<file path="src/rtl/logic_unit_pkg.sv">
// logic_unit_pkg
//   Shared definitions for the logic unit: 3-bit op encodings, FSM state
//   encodings and a single-bit helper that evaluates one bitwise op.
//   Optional feature macro used by the top: LOGIC_UNIT_PARITY_EN.
package logic_unit_pkg;

  localparam logic [2:0] OP_AND  = 3'd0;
  localparam logic [2:0] OP_OR   = 3'd1;
  localparam logic [2:0] OP_XOR  = 3'd2;
  localparam logic [2:0] OP_XNOR = 3'd3;
  localparam logic [2:0] OP_NAND = 3'd4;
  localparam logic [2:0] OP_NOR  = 3'd5;
  localparam logic [2:0] OP_NOTA = 3'd6;
  localparam logic [2:0] OP_XACC = 3'd7;

  typedef enum logic {
    S_IDLE = 1'b0,
    S_ACC  = 1'b1
  } state_t;

  // One bit of f(op,a,b). XACC is not a per-beat result, so it yields 0 here;
  // the accumulator path in the top supplies the XACC value.
  function automatic logic op_bit(input logic [2:0] op, input logic a, input logic b);
    logic r;
    r = 1'b0;
    case (op)
      OP_AND:  r = a & b;
      OP_OR:   r = a | b;
      OP_XOR:  r = a ^ b;
      OP_XNOR: r = ~(a ^ b);
      OP_NAND: r = ~(a & b);
      OP_NOR:  r = ~(a | b);
      OP_NOTA: r = ~a;
      default: r = 1'b0;
    endcase
    return r;
  endfunction

endpackage

</file>
<file path="src/rtl/logic_op_comb.sv">
// logic_op_comb
//   Purely combinational bitwise function y = f(op, a, b) for ops 0-6.
//   Ports:
//     op  in  3      op select (encodings from logic_unit_pkg)
//     a   in  WIDTH  operand A
//     b   in  WIDTH  operand B (unused by NOT A)
//     y   out WIDTH  result
module logic_op_comb
  import logic_unit_pkg::*;
#(
  parameter int WIDTH = 8
) (
  input  logic [2:0]       op,
  input  logic [WIDTH-1:0] a,
  input  logic [WIDTH-1:0] b,
  output logic [WIDTH-1:0] y
);

  genvar gi;
  generate
    for (gi = 0; gi < WIDTH; gi++) begin : g_bit
      assign y[gi] = op_bit(op, a[gi], b[gi]);
    end
  endgenerate

endmodule

</file>
<file path="src/rtl/logic_unit.sv">
// logic_unit
//   Registered bitwise logic unit with valid/ready on both sides and a
//   1-cycle latency. Ops 0-6 produce one result per beat; op 7 (XACC)
//   XOR-folds a multi-beat packet into a single result word.
//   Optional: define LOGIC_UNIT_PARITY_EN to add the out_parity port.
//   Ports:
//     clk        in   1      clock, rising edge
//     reset      in   1      synchronous, active-high
//     in_valid   in   1      operand beat present
//     in_ready   out  1      beat can be accepted this cycle
//     in_a/in_b  in   WIDTH  operands
//     in_op      in   3      op select
//     in_last    in   1      last beat of an XACC packet
//     out_valid  out  1      result register valid
//     out_ready  in   1      downstream takes result
//     out_y      out  WIDTH  result
//     out_beats  out  CNT_W  beats folded into out_y
//     out_parity out  1      ^out_y (LOGIC_UNIT_PARITY_EN only)
module logic_unit
  import logic_unit_pkg::*;
#(
  parameter int WIDTH = 8,
  parameter int CNT_W = 8
) (
  input  logic             clk,
  input  logic             reset,
  input  logic             in_valid,
  output logic             in_ready,
  input  logic [WIDTH-1:0] in_a,
  input  logic [WIDTH-1:0] in_b,
  input  logic [2:0]       in_op,
  input  logic             in_last,
  output logic             out_valid,
  input  logic             out_ready,
  output logic [WIDTH-1:0] out_y,
  output logic [CNT_W-1:0] out_beats
`ifdef LOGIC_UNIT_PARITY_EN
  ,
  output logic             out_parity
`endif
);

  state_t           state_reg, state_next;
  logic [WIDTH-1:0] acc_reg, acc_next;
  logic [CNT_W-1:0] cnt_reg, cnt_next;
  logic             out_valid_reg, out_valid_next;
  logic [WIDTH-1:0] out_y_reg, out_y_next;
  logic [CNT_W-1:0] out_beats_reg, out_beats_next;

  logic [WIDTH-1:0] op_y;
  logic [WIDTH-1:0] acc_fold;
  logic [CNT_W-1:0] cnt_inc;
  logic             accept;
  logic             is_xacc;
  logic             load_result;

  logic_op_comb #(.WIDTH(WIDTH)) u_op (
    .op (in_op),
    .a  (in_a),
    .b  (in_b),
    .y  (op_y)
  );

  assign in_ready = !out_valid_reg || out_ready;
  assign accept   = in_valid && in_ready;
  assign is_xacc  = (in_op == OP_XACC);
  assign acc_fold = acc_reg ^ in_a ^ in_b;
  // Beat counter sticks at all-ones; the accumulator keeps folding regardless.
  assign cnt_inc  = (cnt_reg == {CNT_W{1'b1}}) ? cnt_reg : cnt_reg + CNT_W'(1);
  // A result is produced by every non-XACC beat and by the closing XACC beat.
  assign load_result = accept && (!is_xacc || in_last);

  // State register
  always_ff @(posedge clk) begin
    if (reset) begin
      state_reg     <= S_IDLE;
      acc_reg       <= '0;
      cnt_reg       <= '0;
      out_valid_reg <= 1'b0;
      out_y_reg     <= '0;
      out_beats_reg <= '0;
    end else begin
      state_reg     <= state_next;
      acc_reg       <= acc_next;
      cnt_reg       <= cnt_next;
      out_valid_reg <= out_valid_next;
      out_y_reg     <= out_y_next;
      out_beats_reg <= out_beats_next;
    end
  end

  // Next-state logic: only XACC beats move the packet FSM.
  always_comb begin
    state_next = state_reg;
    if (accept && is_xacc) begin
      state_next = in_last ? S_IDLE : S_ACC;
    end
  end

  // Datapath / output logic
  always_comb begin
    acc_next       = acc_reg;
    cnt_next       = cnt_reg;
    out_valid_next = out_valid_reg;
    out_y_next     = out_y_reg;
    out_beats_next = out_beats_reg;

    if (out_valid_reg && out_ready) begin
      out_valid_next = 1'b0;
    end

    if (accept && is_xacc) begin
      if (in_last) begin
        acc_next = '0;
        cnt_next = '0;
      end else begin
        acc_next = acc_fold;
        cnt_next = cnt_inc;
      end
    end

    if (load_result) begin
      out_valid_next = 1'b1;
      out_y_next     = is_xacc ? acc_fold : op_y;
      out_beats_next = is_xacc ? cnt_inc : CNT_W'(1);
    end
  end

  assign out_valid = out_valid_reg;
  assign out_y     = out_y_reg;
  assign out_beats = out_beats_reg;

`ifdef LOGIC_UNIT_PARITY_EN
  logic out_parity_reg;

  always_ff @(posedge clk) begin
    if (reset) begin
      out_parity_reg <= 1'b0;
    end else if (load_result) begin
      out_parity_reg <= ^out_y_next;
    end
  end

  assign out_parity = out_parity_reg;
`endif

endmodule

</file>
<file path="config.mk">
export PLATFORM = sky130hd
export DESIGN_NAME = logic_unit
export DESIGN_NICKNAME = d
export VERILOG_FILES = /design/src/rtl/logic_unit_pkg.sv /design/src/rtl/logic_op_comb.sv /design/src/rtl/logic_unit.sv
export SDC_FILE = /design/constraint.sdc
export NUM_CORES = 1
export LEC_CHECK = 0
export CAP_MARGIN = 20
export CELL_PAD_IN_SITES_DETAIL_PLACEMENT = 0
export CELL_PAD_IN_SITES_GLOBAL_PLACEMENT = 1
export CORE_MARGIN = 2
export CORE_UTILIZATION = 30
export CTS_CLUSTER_SIZE = 14
export DETAILED_ROUTE_END_ITERATION = 16
export PLACE_DENSITY_LB_ADDON = 0.15
export REMOVE_ABC_BUFFERS = 1
export SYNTH_ARGS = -nofsm -noshare
export SYNTH_HDL_FRONTEND = slang
export SYNTH_HIERARCHICAL = 1
export SYNTH_SLANG_ARGS = --single-unit
</file>
<file path="constraint.sdc">
create_clock -name clk -period 2.3 [get_ports clk]
set_input_delay 0.23 -clock clk [delete_from_list [all_inputs] [get_ports clk]]
set_output_delay 0.23 -clock clk [all_outputs]
set_load 0.02 [all_outputs]
</file>
Yosys cells after proc, flatten, opt, wreduce, memory -nomap -nowiden. Index checks and enable logic that the tools add are counted.

Output and inout bits: 18. Bits in registers: 33.

Reductions and logical operators: 10. Mux-type cells: 15. Bitwise gates (word level): 58. Eq/ne operators: 8. Add/sub/neg operators: 1.

Operators by type and width (number): one-hot mux 1 bit (7 select lines) (8); two-way mux 8 bit (5); inverter 1 bit (32); bitwise XOR 8 bit (2); == test 3 bit, second input constant (4); adder 8 x 1 -> 8 bit, second input constant (1); bitwise AND 1 bit (8); == test 8 bit, second input constant (1); bitwise OR 1 bit (8); bitwise XOR 1 bit (8); == test 3 x 2 -> 1 bit, second input constant (2); logical AND 1 bit (4); == test 3 x 1 -> 1 bit, second input constant (1); zero test 3 bit (1); zero test 1 bit (2); logical OR 1 bit (2); two-way mux 1 bit (2); nonzero test 2 bit (1).

Logic depth before layout (Yosys ltp).
Word-level depth: 5. Depth in mapped cells: 7. Mapped depth without buffers: 7.

By module. Netlist, hierarchy kept.

By module, submodules not included: logic_unit (cells an instance 185, area an instance 1616.6 µm², instances 1); logic_op_comb (cells an instance 101, area an instance 757.0 µm², instances 1).

Least setup slack after synthesis. OpenSTA, ideal clock, no wires.

Kind: reg-to-reg. Start point: register out_valid_reg, in the netlist out_valid. End point: register out_beats_reg[0], in the netlist out_beats[0]. Data arrival time: 1455 ps. Slack: 698 ps. Cell stages (with the launch flop): 8. Clock period less this slack: 1602 ps. Path through: dfxtp_1 -> nor2b_4 -> inv_1 -> and3_1 -> buf_4 -> buf_4 -> nor2_1 -> a311oi_1.

Cells in the longest elaborated chain, start to end: 4.

Ends and longest elaborated chain: from (decl) (RTL line logic_unit.sv:46) `logic out_valid_reg, out_valid_next;`; from (signal assigned) (RTL line logic_unit.sv:86) `out_valid_reg <= out_valid_next;`; zero test 1 bit (RTL line logic_unit.sv:64) `assign in_ready = !out_valid_reg || out_ready;`; logical OR 1 bit (RTL line logic_unit.sv:64); named net in_ready (RTL line logic_unit.sv:28) `output logic in_ready,`; logical AND 1 bit (RTL line logic_unit.sv:65) `assign accept = in_valid && in_ready;`; logical AND 1 bit (RTL line logic_unit.sv:71) `assign load_result = accept && (!is_xacc || in_last);`; to (signal assigned) (RTL line logic_unit.sv:88) `out_beats_reg <= out_beats_next;`; to (decl) (RTL line logic_unit.sv:48) `logic [CNT_W-1:0] out_beats_reg, out_beats_next;`.

The timed path passes the listed nets, and every way through them passes these cells. A chain may end at the register's enable or synchronous reset.

Final worst setup path.
Start point: input out_ready. End point: output in_ready.

Cells in the longest elaborated chain, start to end: 1.

Ends and longest elaborated chain: from (decl) (RTL line logic_unit.sv:34) `input logic out_ready,`; logical OR 1 bit (RTL line logic_unit.sv:64); to (decl) (RTL line logic_unit.sv:28).

No other way between the ends.

==> impl_metrics.yaml <==
status:
  status: "finished clean"
placement:
  post-dp-hpwl_um: 4510
  gp_congestion: 0.815
  io_buffers: 41
die:
  die_h_um: 93.0
  core_area_sq_mm: 0.00769
  die_x_um: 93.0
  io_pins: 42
  fp-row-count: 32
  start_util_pct: 30.9
  die_area_sq_mm: 0.00864
finish:
  multi_input_area_sq_mm: 0.00155
  nets: 381
  syn2layout_area_growth_pct: 29.2
  seqCellArea_sq_um: 661
  antennaDiodeCount: 0
  drive_gt1_share_pct: 9.97
  fillers: 826
clock_tree:
  cts_buffers: 5
  clk_pin_slew_ps: 60
  cts_buffer_depth: 2
  worstSkewPairLatency_ps: 280
  clock_sinks: 33
  root_buffer: "clkbuf_8"
  cts_hold_buf: 0
  cts_tree: "built"
  post-cts-setup-buffers: 0
  cts_htree_levels: 2
  cts_resized: 0
global_route:
  grt_remaining_overflow: 0
  grt_usage_pct: 14.7
  grt_pass1_vias: 2112
  antenna_found_initial: 0
  grt_pass1_wl_um: 10200
  grt_max_degree: 35
sta:
  rsz0062_at_grt: "false"
  hold_violations: 0
  setup_viol: 0
  period_needed_ps: 1850
  slew_violations: 0
  whs_ps: 451
  fin_crit_sh_pct: 80.5
  max_clock_freq_mhz: 540
  setup_tns_ps: 0
  relSlewSlack_pct: 71.6
  skew_ps: 5.86
  tightest_slew_ps: 425
pwr:
  peakVddDrop_mv: 0.213
  power_density_mw_per_mm2: 451
  leakagePower_nw: 1.18
flow_run:
  drv_cap: 0
synthesis:
  yosys_register_bits: 33
  postSynthAreaPerCell_sq_um: 8.30
  yosys_warnings: 6
  synthCells: 286
  synth_top_flop_cell: "dfxtp_1"
  yosysUniqueCellTypes: 53
  synth_edf_count: 0
  synth_area_sq_mm: 0.00237
  synthArstFlopShare_pct: 0
  seq_area_frac_synth_pct: 27.8
route:
  vias: 2174
  ant_nets: 0
  drt-initial-drc-count: 65
  post_drt_wl_per_cell_um: 13.4
  detail_route.wirelength_um: 5930
  vias_per_cell: 4.91
  first_pass_iters: 4
  drc_errors: 0
hold_path:
  hold_class: "reg -> reg"
critical_path:
  startpoint_type: "input pin"
  crit_required_ps: 2070
  critPathKind: "in -> out"
  crit_fanout: 5
  critPathCaptureType: "output port"
  arrival_ps: 1620
[cells by family (layout without fill, tap and decap cells)]
family	Yosys count	in the layout	share of synthesized area [%]
and+or+nand+nor	109	109	26.0
muxes	5	5	2.11
AOI/OAI and AO/OA	64	64	19.4
buffers and inverters	34	89	6.80
xor gates and xnor gates	24	24	8.86
adders and majority gates	17	17	8.96
DFF	33	33	27.8
[synthesized netlist by cell type (all sizes together) (2+ instances only)]
library cell  number  share of area, %
a21o               5               1.6
a21oi              6               1.3
a22oi              8               2.5
a311oi             9               3.3
a31oi              6               1.6
a32oi              3               1.1
and3               3              0.79
buf                9               2.8
clkbuf             4              0.63
dfxtp             33                28
ha                17               9.0
inv               21               3.3
mux2i              5               2.1
nand2             28               4.4
nand2b             4               1.1
nand3             11               3.1
nand3b             3              0.95
nand4              5               1.3
nand4b             2              0.74
nor2              22               3.6
nor2b             12               3.5
nor3               4              0.84
nor3b              2              0.63
nor4bb             2              0.84
o211ai             5               1.6
o21ai             12               2.7
o31ai              2              0.63
o41ai              2              0.74
or2                4               1.1
xnor2             21               7.7
xor2               3               1.1
[worst max-delay path, stage by stage]
cell	delay, ps
clkdlybuf4s50_1	500
nor2b_4	70
inv_1	170
clkdlybuf4s50_1	650
[path summary, 6_finish.rpt]
check        slack, ps           end         start  depth (start not counted)
max                450      in_ready     out_ready                          4
min                450  out_beats[3]  out_beats[3]                          1
max reg2reg        590  out_beats[0]    cnt_reg[0]                          5
min reg2reg        450  out_beats[3]  out_beats[3]                          1
[metal layers]
layer	routed length, um	global-route usage (%)	part of all wire, %	vias up
met5	0	0	0	-
met4	79	3.68	1.3	0
met3	220	2.77	3.7	7
met2	2860	24.9	48	38
met1	2780	19.1	47	989
li1	-	-	-	1140
[metrics by stage]
stage	utilization (%)	instances	total power [mW]	area, sq um	setup WS (ps)
6_report	39.9	443	1.38	3070	448
5_1_grt	39.9	443	1.47	3070	374
4_1_cts	39.9	443	1.40	3070	452
3_5_place_dp	38.8	435	0.977	2980	160
3_3_place_gp	38.8	435	0.976	2980	197
2_1_floorplan	-	273	0.800	2290	647
[cells in the final DEF, fill, tap and decap left out, drive strengths merged, types with 5 or more instances in the layout]
cell type      instances
a21o                   5
a21oi                  6
a22oi                  8
a311oi                 9
a31oi                  6
buf                   19
clkbuf                 6
clkdlybuf4s50         41
dfxtp                 33
ha                    17
inv                   21
mux2i                  5
nand2                 28
nand3                 11
nand4                  5
nor2                  22
nor2b                 12
o211ai                 5
o21ai                 12
xnor2                 21
[final cells by class]
class | count | share of cell area, %
clock inverter | 2 | 0.326
clock buffer | 6 | 2.37
sequential | 33 | 21.5
timing repair buffer | 60 | 18.4
multi-input combinational | 219 | 50.6
inverter | 21 | 2.57
tap | 102 | 4.16
[report_power, final]
part	total [mW]	switching [mW]	leakage [nW]	internal, mW
logic	0.359	0.184	0.863	0.176
registers	0.601	0.0112	0.268	0.590
clock network	0.422	0.212	0.0450	0.210
total	1.38	0.407	1.18	0.975
Note: power is estimated with default switching activity, not from simulation.
